===== config.mk =====
export PLATFORM = sky130hd
export DESIGN_NAME = imuldiv_iter_unit
export DESIGN_NICKNAME = d
export VERILOG_FILES = /design/src/rtl/imuldiv_iter_unit.sv
export SDC_FILE = /design/constraint.sdc
export NUM_CORES = 1
export LEC_CHECK = 0
export BUFFER_PORTS_ARGS = -buffer_cell sky130_fd_sc_hd__buf_2
export CAP_MARGIN = 20
export CORE_ASPECT_RATIO = 0.7
export CORE_MARGIN = 10
export CORE_UTILIZATION = 43
export CTS_CLUSTER_SIZE = 24
export DETAILED_ROUTE_END_ITERATION = 6
export MAX_ROUTING_LAYER = met4
export PLACE_DENSITY = 0.57
export SETUP_SLACK_MARGIN = 0.1
export SLEW_MARGIN = 40
export SYNTH_ARGS = -nofsm -noshare
export SYNTH_HDL_FRONTEND = slang
export SYNTH_SLANG_ARGS = --single-unit

===== constraint.sdc =====
create_clock -name clk -period 6.2 [get_ports clk]
set_input_delay 0.31 -clock clk [delete_from_list [all_inputs] [get_ports clk]]
set_output_delay 0.31 -clock clk [all_outputs]
set_load 0.02 [all_outputs]

===== src/rtl/imuldiv_iter_unit.sv =====
// Iterative RV32M-style multiply/divide unit with val/rdy request and response streams.
// Optional IMULDIV_ITER_UNIT_EARLY_TERM_EN: multiplies leave CALC once the remaining multiplier bits are zero.
module imuldiv_iter_unit #(
  parameter int P_NBITS = 32
) (
  input  logic               clk,
  input  logic               reset_n,
  input  logic               istream_val,
  output logic               istream_rdy,
  input  logic [2:0]         istream_msg_op,
  input  logic [P_NBITS-1:0] istream_msg_a,
  input  logic [P_NBITS-1:0] istream_msg_b,
  output logic               ostream_val,
  input  logic               ostream_rdy,
  output logic [P_NBITS-1:0] ostream_msg
);
  localparam int N  = P_NBITS;
  localparam int CW = $clog2(N);

  typedef enum logic [1:0] {IDLE, CALC, DONE} state_t;
  state_t state, state_nx;

  logic [2:0]     op;
  logic           neg;
  logic [2*N-1:0] acc, mcand;
  logic [N-1:0]   mplier;
  logic [CW-1:0]  cnt;
  logic [N-1:0]   result;

  // ---- accept-time decode ----
  logic         accept, a_sgn, b_sgn, neg_in, b_zero, ovf, special;
  logic [N-1:0] a_mag, b_mag, special_res;

  assign accept = istream_val && istream_rdy;
  assign a_sgn  = istream_msg_a[N-1] && (istream_msg_op inside {3'd1, 3'd3, 3'd4, 3'd6});
  assign b_sgn  = istream_msg_b[N-1] && (istream_msg_op inside {3'd1, 3'd4, 3'd6});
  assign a_mag  = a_sgn ? -istream_msg_a : istream_msg_a;
  assign b_mag  = b_sgn ? -istream_msg_b : istream_msg_b;
  // remainder takes the dividend's sign; everything else the product/quotient sign
  assign neg_in = (istream_msg_op inside {3'd6, 3'd7}) ? a_sgn : (a_sgn ^ b_sgn);

  assign b_zero  = (istream_msg_b == '0);
  assign ovf     = (istream_msg_op inside {3'd4, 3'd6}) &&
                   (istream_msg_a == {1'b1, {(N-1){1'b0}}}) && (istream_msg_b == '1);
  assign special = istream_msg_op[2] && (b_zero || ovf);
  always_comb begin
    special_res = '0;
    if (b_zero)
      special_res = istream_msg_op[1] ? istream_msg_a : '1;
    else
      special_res = istream_msg_op[1] ? '0 : istream_msg_a;
  end

  // ---- iteration datapath (divide reuses acc as remainder, mplier as dividend/quotient, mcand as divisor) ----
  logic [2*N-1:0] acc_add, prod;
  logic [N:0]     rem_sh, rem_nx;
  logic [N+1:0]   sub;
  logic           q_bit, last;
  logic [N-1:0]   quo_nx, calc_res;

  assign acc_add = mplier[0] ? acc + mcand : acc;
  assign rem_sh  = {acc[N-1:0], mplier[N-1]};
  assign sub     = {1'b0, rem_sh} - {2'b00, mcand[N-1:0]};
  assign q_bit   = ~sub[N+1];
  assign rem_nx  = q_bit ? sub[N:0] : rem_sh;
  assign quo_nx  = {mplier[N-2:0], q_bit};
  assign prod    = neg ? -acc_add : acc_add;

`ifdef IMULDIV_ITER_UNIT_EARLY_TERM_EN
  assign last = (cnt == CW'(N-1)) || (!op[2] && (mplier[N-1:1] == '0));
`else
  assign last = (cnt == CW'(N-1));
`endif

  always_comb begin
    calc_res = '0;
    case (op)
      3'd0:          calc_res = prod[N-1:0];
      3'd1, 3'd2,
      3'd3:          calc_res = prod[2*N-1:N];
      3'd4, 3'd5:    calc_res = neg ? -quo_nx : quo_nx;
      default:       calc_res = neg ? -rem_nx[N-1:0] : rem_nx[N-1:0];
    endcase
  end

  // ---- FSM ----
  always_ff @(posedge clk) begin
    if (!reset_n) state <= IDLE;
    else          state <= state_nx;
  end

  always_comb begin
    state_nx = state;
    case (state)
      IDLE:    if (accept) state_nx = special ? DONE : CALC;
      CALC:    if (last) state_nx = DONE;
      DONE:    if (ostream_rdy) state_nx = IDLE;
      default: state_nx = IDLE;
    endcase
  end

  always_comb begin
    istream_rdy = (state == IDLE);
    ostream_val = (state == DONE);
  end

  always_ff @(posedge clk) begin
    if (!reset_n) begin
      op <= '0; neg <= 1'b0; cnt <= '0; result <= '0;
      acc <= '0; mcand <= '0; mplier <= '0;
    end else begin
      case (state)
        IDLE: if (accept) begin
          op  <= istream_msg_op;
          neg <= neg_in;
          cnt <= '0;
          acc <= '0;
          if (istream_msg_op[2]) begin
            mcand  <= {{N{1'b0}}, b_mag};
            mplier <= a_mag;
          end else begin
            mcand  <= {{N{1'b0}}, a_mag};
            mplier <= b_mag;
          end
          if (special) result <= special_res;
        end
        CALC: begin
          cnt <= cnt + CW'(1);
          if (op[2]) begin
            acc    <= {{(N-1){1'b0}}, rem_nx};
            mplier <= quo_nx;
          end else begin
            acc    <= acc_add;
            mcand  <= mcand << 1;
            mplier <= mplier >> 1;
          end
          if (last) result <= calc_res;
        end
        default: ;
      endcase
    end
  end

  assign ostream_msg = result;
endmodule

==> impl_metrics.ini <==
[floorplan]
fp.dieW_um = 300
die_area_um2 = 64900
io_pins = 105
core-area_um2 = 54100
row_count = 71
start_util_pct = 43.7
die_h_um = 216

[detailed_routing]
m1WireLength_mm = 55.2
drt_iter0_drc = 5011
wl_met2_mm = 44.4
wl_per_cell_um = 29.5
wl_mm = 122
routed_via_density = 6.97
top_layer_used = met4
drt_first_pass_iters = 6
ant_nets = 0
route.met3.wl_mm = 19.6
num_vias = 28900
drcViolationCount = 0

[synth]
avgSynthCellArea_um2 = 6.92
yosys_warnings = 0
async_flop_share_pct = 0
synthDistinctLibCells = 110
synth-main-ff-cell = dfxtp_1
synthesis.area_um2 = 23700
synth_nets = 3595
synth_edf_count = 0
syn_inst = 3419
ys_seq_elements = 203
yosysSeqAreaShare_pct = 17.2

[global_route]
grt_antenna_before_repair = 3
grt_max_degree = 159
grt-ovfl-total = 0
grt_pass1_vias = 25400
grt_use_total_pct = 36.5
grt_pass1_wl_mm = 177

[critical_path]
cp_slowest_cell = dfxtp_1
arrival_ps = 6130
cp-end-kind = flip-flop
r2r-start = acc[19]
r2r_cells = 21
start_kind = flip-flop
required_ps = 6690
slowest_delay_ps = 630
worstReg2RegEnd = ostream_msg[24]
path_cells = ha_1 > a21oi_2 > o211ai_1 > a21oi_1 > a2bb2oi_1 > nand3_2 > mux2i_1 > ha_1 > nor3b_1 > nand2_1 > nor2_1 > nand2_1 > nor3_1 > a31oi_1 > nor3_1 > buf_4 > nand3_1 > nand2_1 > xnor2_1 > o21ai_0 > a211oi_1
cp_max_fo = 9
critical_path.most_common_cell = nand2_1
critical_path_class = flip-flop to flip-flop
r2r_setup_slack_ps = 560

[pwr]
fin_total_pwr_mw = 5.80
leakage_nw = 9.44
ir_drop_mv = 0.327
power_density_nw_per_um2 = 224

[sta]
fin_tns_setup_ps = 0
clock_skew_ps = 21.4
slew_viol_final = 0
fin_crit_ps = 5640
max_freq_mhz = 177
finalSetupViolCount = 0
worst_pin_slew_ps = 995
grt_setup_unrepaired = no
relSlewSlack_pct = 33.0
min_period_over_period_pct = 90.9
hold_violations = 0

[layout]
n_fill_cell = 5538
drive_gt1_share_pct = 10.6
layout.cells.non_filler = 4146
layout.nets = 3567
area_delta_synth_final_pct = 9.65

[clock_network]
cts.path.max_buffers = 3
postCtsHoldBufs = 0
clkTransAtPathRegs_ps = 80
clock-sinks = 203
cts_max_level = 1
cts_root_buffer = clkbuf_16
cts_buffers = 26
cts_tree = built
worstSkewPairLatency_ps = 600

[run]
maxCapViolations = 0

[hold_path]
hold_depth = 3
worstHoldStart = istream_msg_op[0]
hp-class = primary input to flip-flop
whs_endpoint = op[0]

[status]
status = complete, no violations

[placement]
numPortBuffers = 104
place_congestion = 1.09
post-place-cells = 4091
hpwl_mm = 96.1
flip-flops by register name (all words and copies together) (netlist names):
name and cells:
ostream_msg 32, cnt 5, mplier 32, acc 64, neg 1, mcand 64, state 2, op 3
Yosys cell counts (11+ instances only):
cell,number,area share (%)
and3_1,21,0.56
buf_1,30,0.48
dfxtp_1,203,17
nor3_1,101,2.1
and2_1,22,0.58
o2111ai_1,13,0.48
o211ai_1,56,1.8
clkbuf_1,204,3.2
nand2b_1,22,0.58
nand3_1,89,1.9
o31ai_1,53,1.7
a311oi_1,24,0.89
o22ai_1,12,0.32
nand2_1,345,5.5
o41ai_1,12,0.44
or2_2,12,0.32
o311ai_0,11,0.41
a221oi_1,22,0.81
xor2_1,65,2.4
or4_1,18,0.57
a21o_1,49,1.6
o221ai_1,15,0.56
xnor2_1,124,4.6
a211o_1,11,0.41
mux2i_1,71,3.0
a22oi_1,82,2.6
inv_1,74,1.2
nand3b_1,12,0.38
mux2_2,13,0.62
a31oi_1,45,1.2
nand4_1,52,1.4
a211oi_1,170,5.4
ha_1,103,5.4
buf_2,27,0.57
nor2_1,409,6.5
o21a_1,19,0.60
o21ai_0,217,4.6
or3_1,39,1.0
nor2b_1,20,0.53
nor4_1,31,0.82
maj3_1,21,0.89
o21ai_1,16,0.34
a21oi_1,284,6.0
routing by layer:
metal	global-route usage (%)	vias up
li1	-	12800
met1	54.0	13900
met2	44.6	2030
met3	14.1	186
met4	7.72	0
met5	-	-
power by group:
part | leakage, nW | switching [mW] | internal, mW
Sequential | 1.66 | 0.141 | 1.39
Clock | 0.407 | 0.727 | 0.860
Combinational | 7.37 | 1.87 | 0.819
Total | 9.44 | 2.74 | 3.07
what timing repair did:
action | CTS | global route
gates resized for setup | 0 | 1
endpoints found under the setup margin | 0 | 3
setup buffers | 0 | 0
worst max-delay path: cells and delay by family (launching register included):
family / cells / cell delay [ps]
and+or+nand+nor: 9 / 1820
muxes: 1 / 330
DFF: 1 / 630
xor gates and xnor gates: 1 / 160
buffers and inverters: 1 / 200
adders and majority gates: 2 / 690
AOI/OAI and AO/OA: 7 / 1640
final cells by class:
| type | instances | area (µm²) | area share, % |
|---|---|---|---|
| Timing Repair Buffer | 207 | 1340 | 5.17 |
| Antenna cell | 5 | 12.5 | 0.0482 |
| Tap cell | 730 | 913 | 3.52 |
| Sequential cell | 203 | 4080 | 15.7 |
| Multi-Input combinational cell | 2877 | 18500 | 71.2 |
| Clock inverter | 11 | 111 | 0.429 |
| Clock buffer | 37 | 722 | 2.78 |
| Inverter | 76 | 293 | 1.13 |
worst max-delay path by stage:
stage	start	end	slack [ps]
after global routing	acc[19]	ostream_msg[26]	200
after detailed placement	acc[19]	ostream_msg[26]	680
after CTS	acc[19]	ostream_msg[26]	640
after global placement	acc[19]	ostream_msg[26]	760
final	acc[19]	ostream_msg[24]	560
after floorplan	mcand[21]	ostream_msg[26]	730
cells by family (layout without fill, tap and decap cells):
family	after synthesis	after routing	share of synthesized area, %
compound gates	1225	1225	34.7
xor+xnor	189	189	7.00
fa+ha+maj	126	126	6.51
buf+inv	339	331	5.54
flops	203	203	17.2
mux	84	84	3.62
other cells	0	5	0
simple gates	1253	1253	25.4
layout by cell type, fill, tap and decap left out, types with 23 or more instances in the layout:
| master | n |
|---|---|
| o21ai_0 | 216 |
| a21oi_1 | 283 |
| o211ai_1 | 56 |
| o31ai_1 | 50 |
| xnor2_1 | 124 |
| nor4_1 | 30 |
| a21o_1 | 49 |
| or3_1 | 39 |
| nand2_1 | 343 |
| clkbuf_16 | 26 |
| nor3_1 | 101 |
| xor2_1 | 65 |
| nor2_1 | 403 |
| a31oi_1 | 45 |
| buf_2 | 105 |
| nand3_1 | 88 |
| nand4_1 | 52 |
| a22oi_1 | 82 |
| a311oi_1 | 23 |
| mux2i_1 | 71 |
| ha_1 | 103 |
| dfxtp_1 | 200 |
| inv_1 | 73 |
| a211oi_1 | 159 |
| buf_4 | 98 |
per-stage QoR:
stage               area, µm²  setup WS, ps  hold slack [ps]  util (%)
finish                  25900           564             35.6      47.9
global route            25900           199             54.6      47.9
CTS                     25800           636             23.9      47.8
detailed placement      25000           684              449      46.2
global placement        24900           755              435      46.0
floorplan               23700           726              415         -
Note: power is estimated with default switching activity, not from simulation.
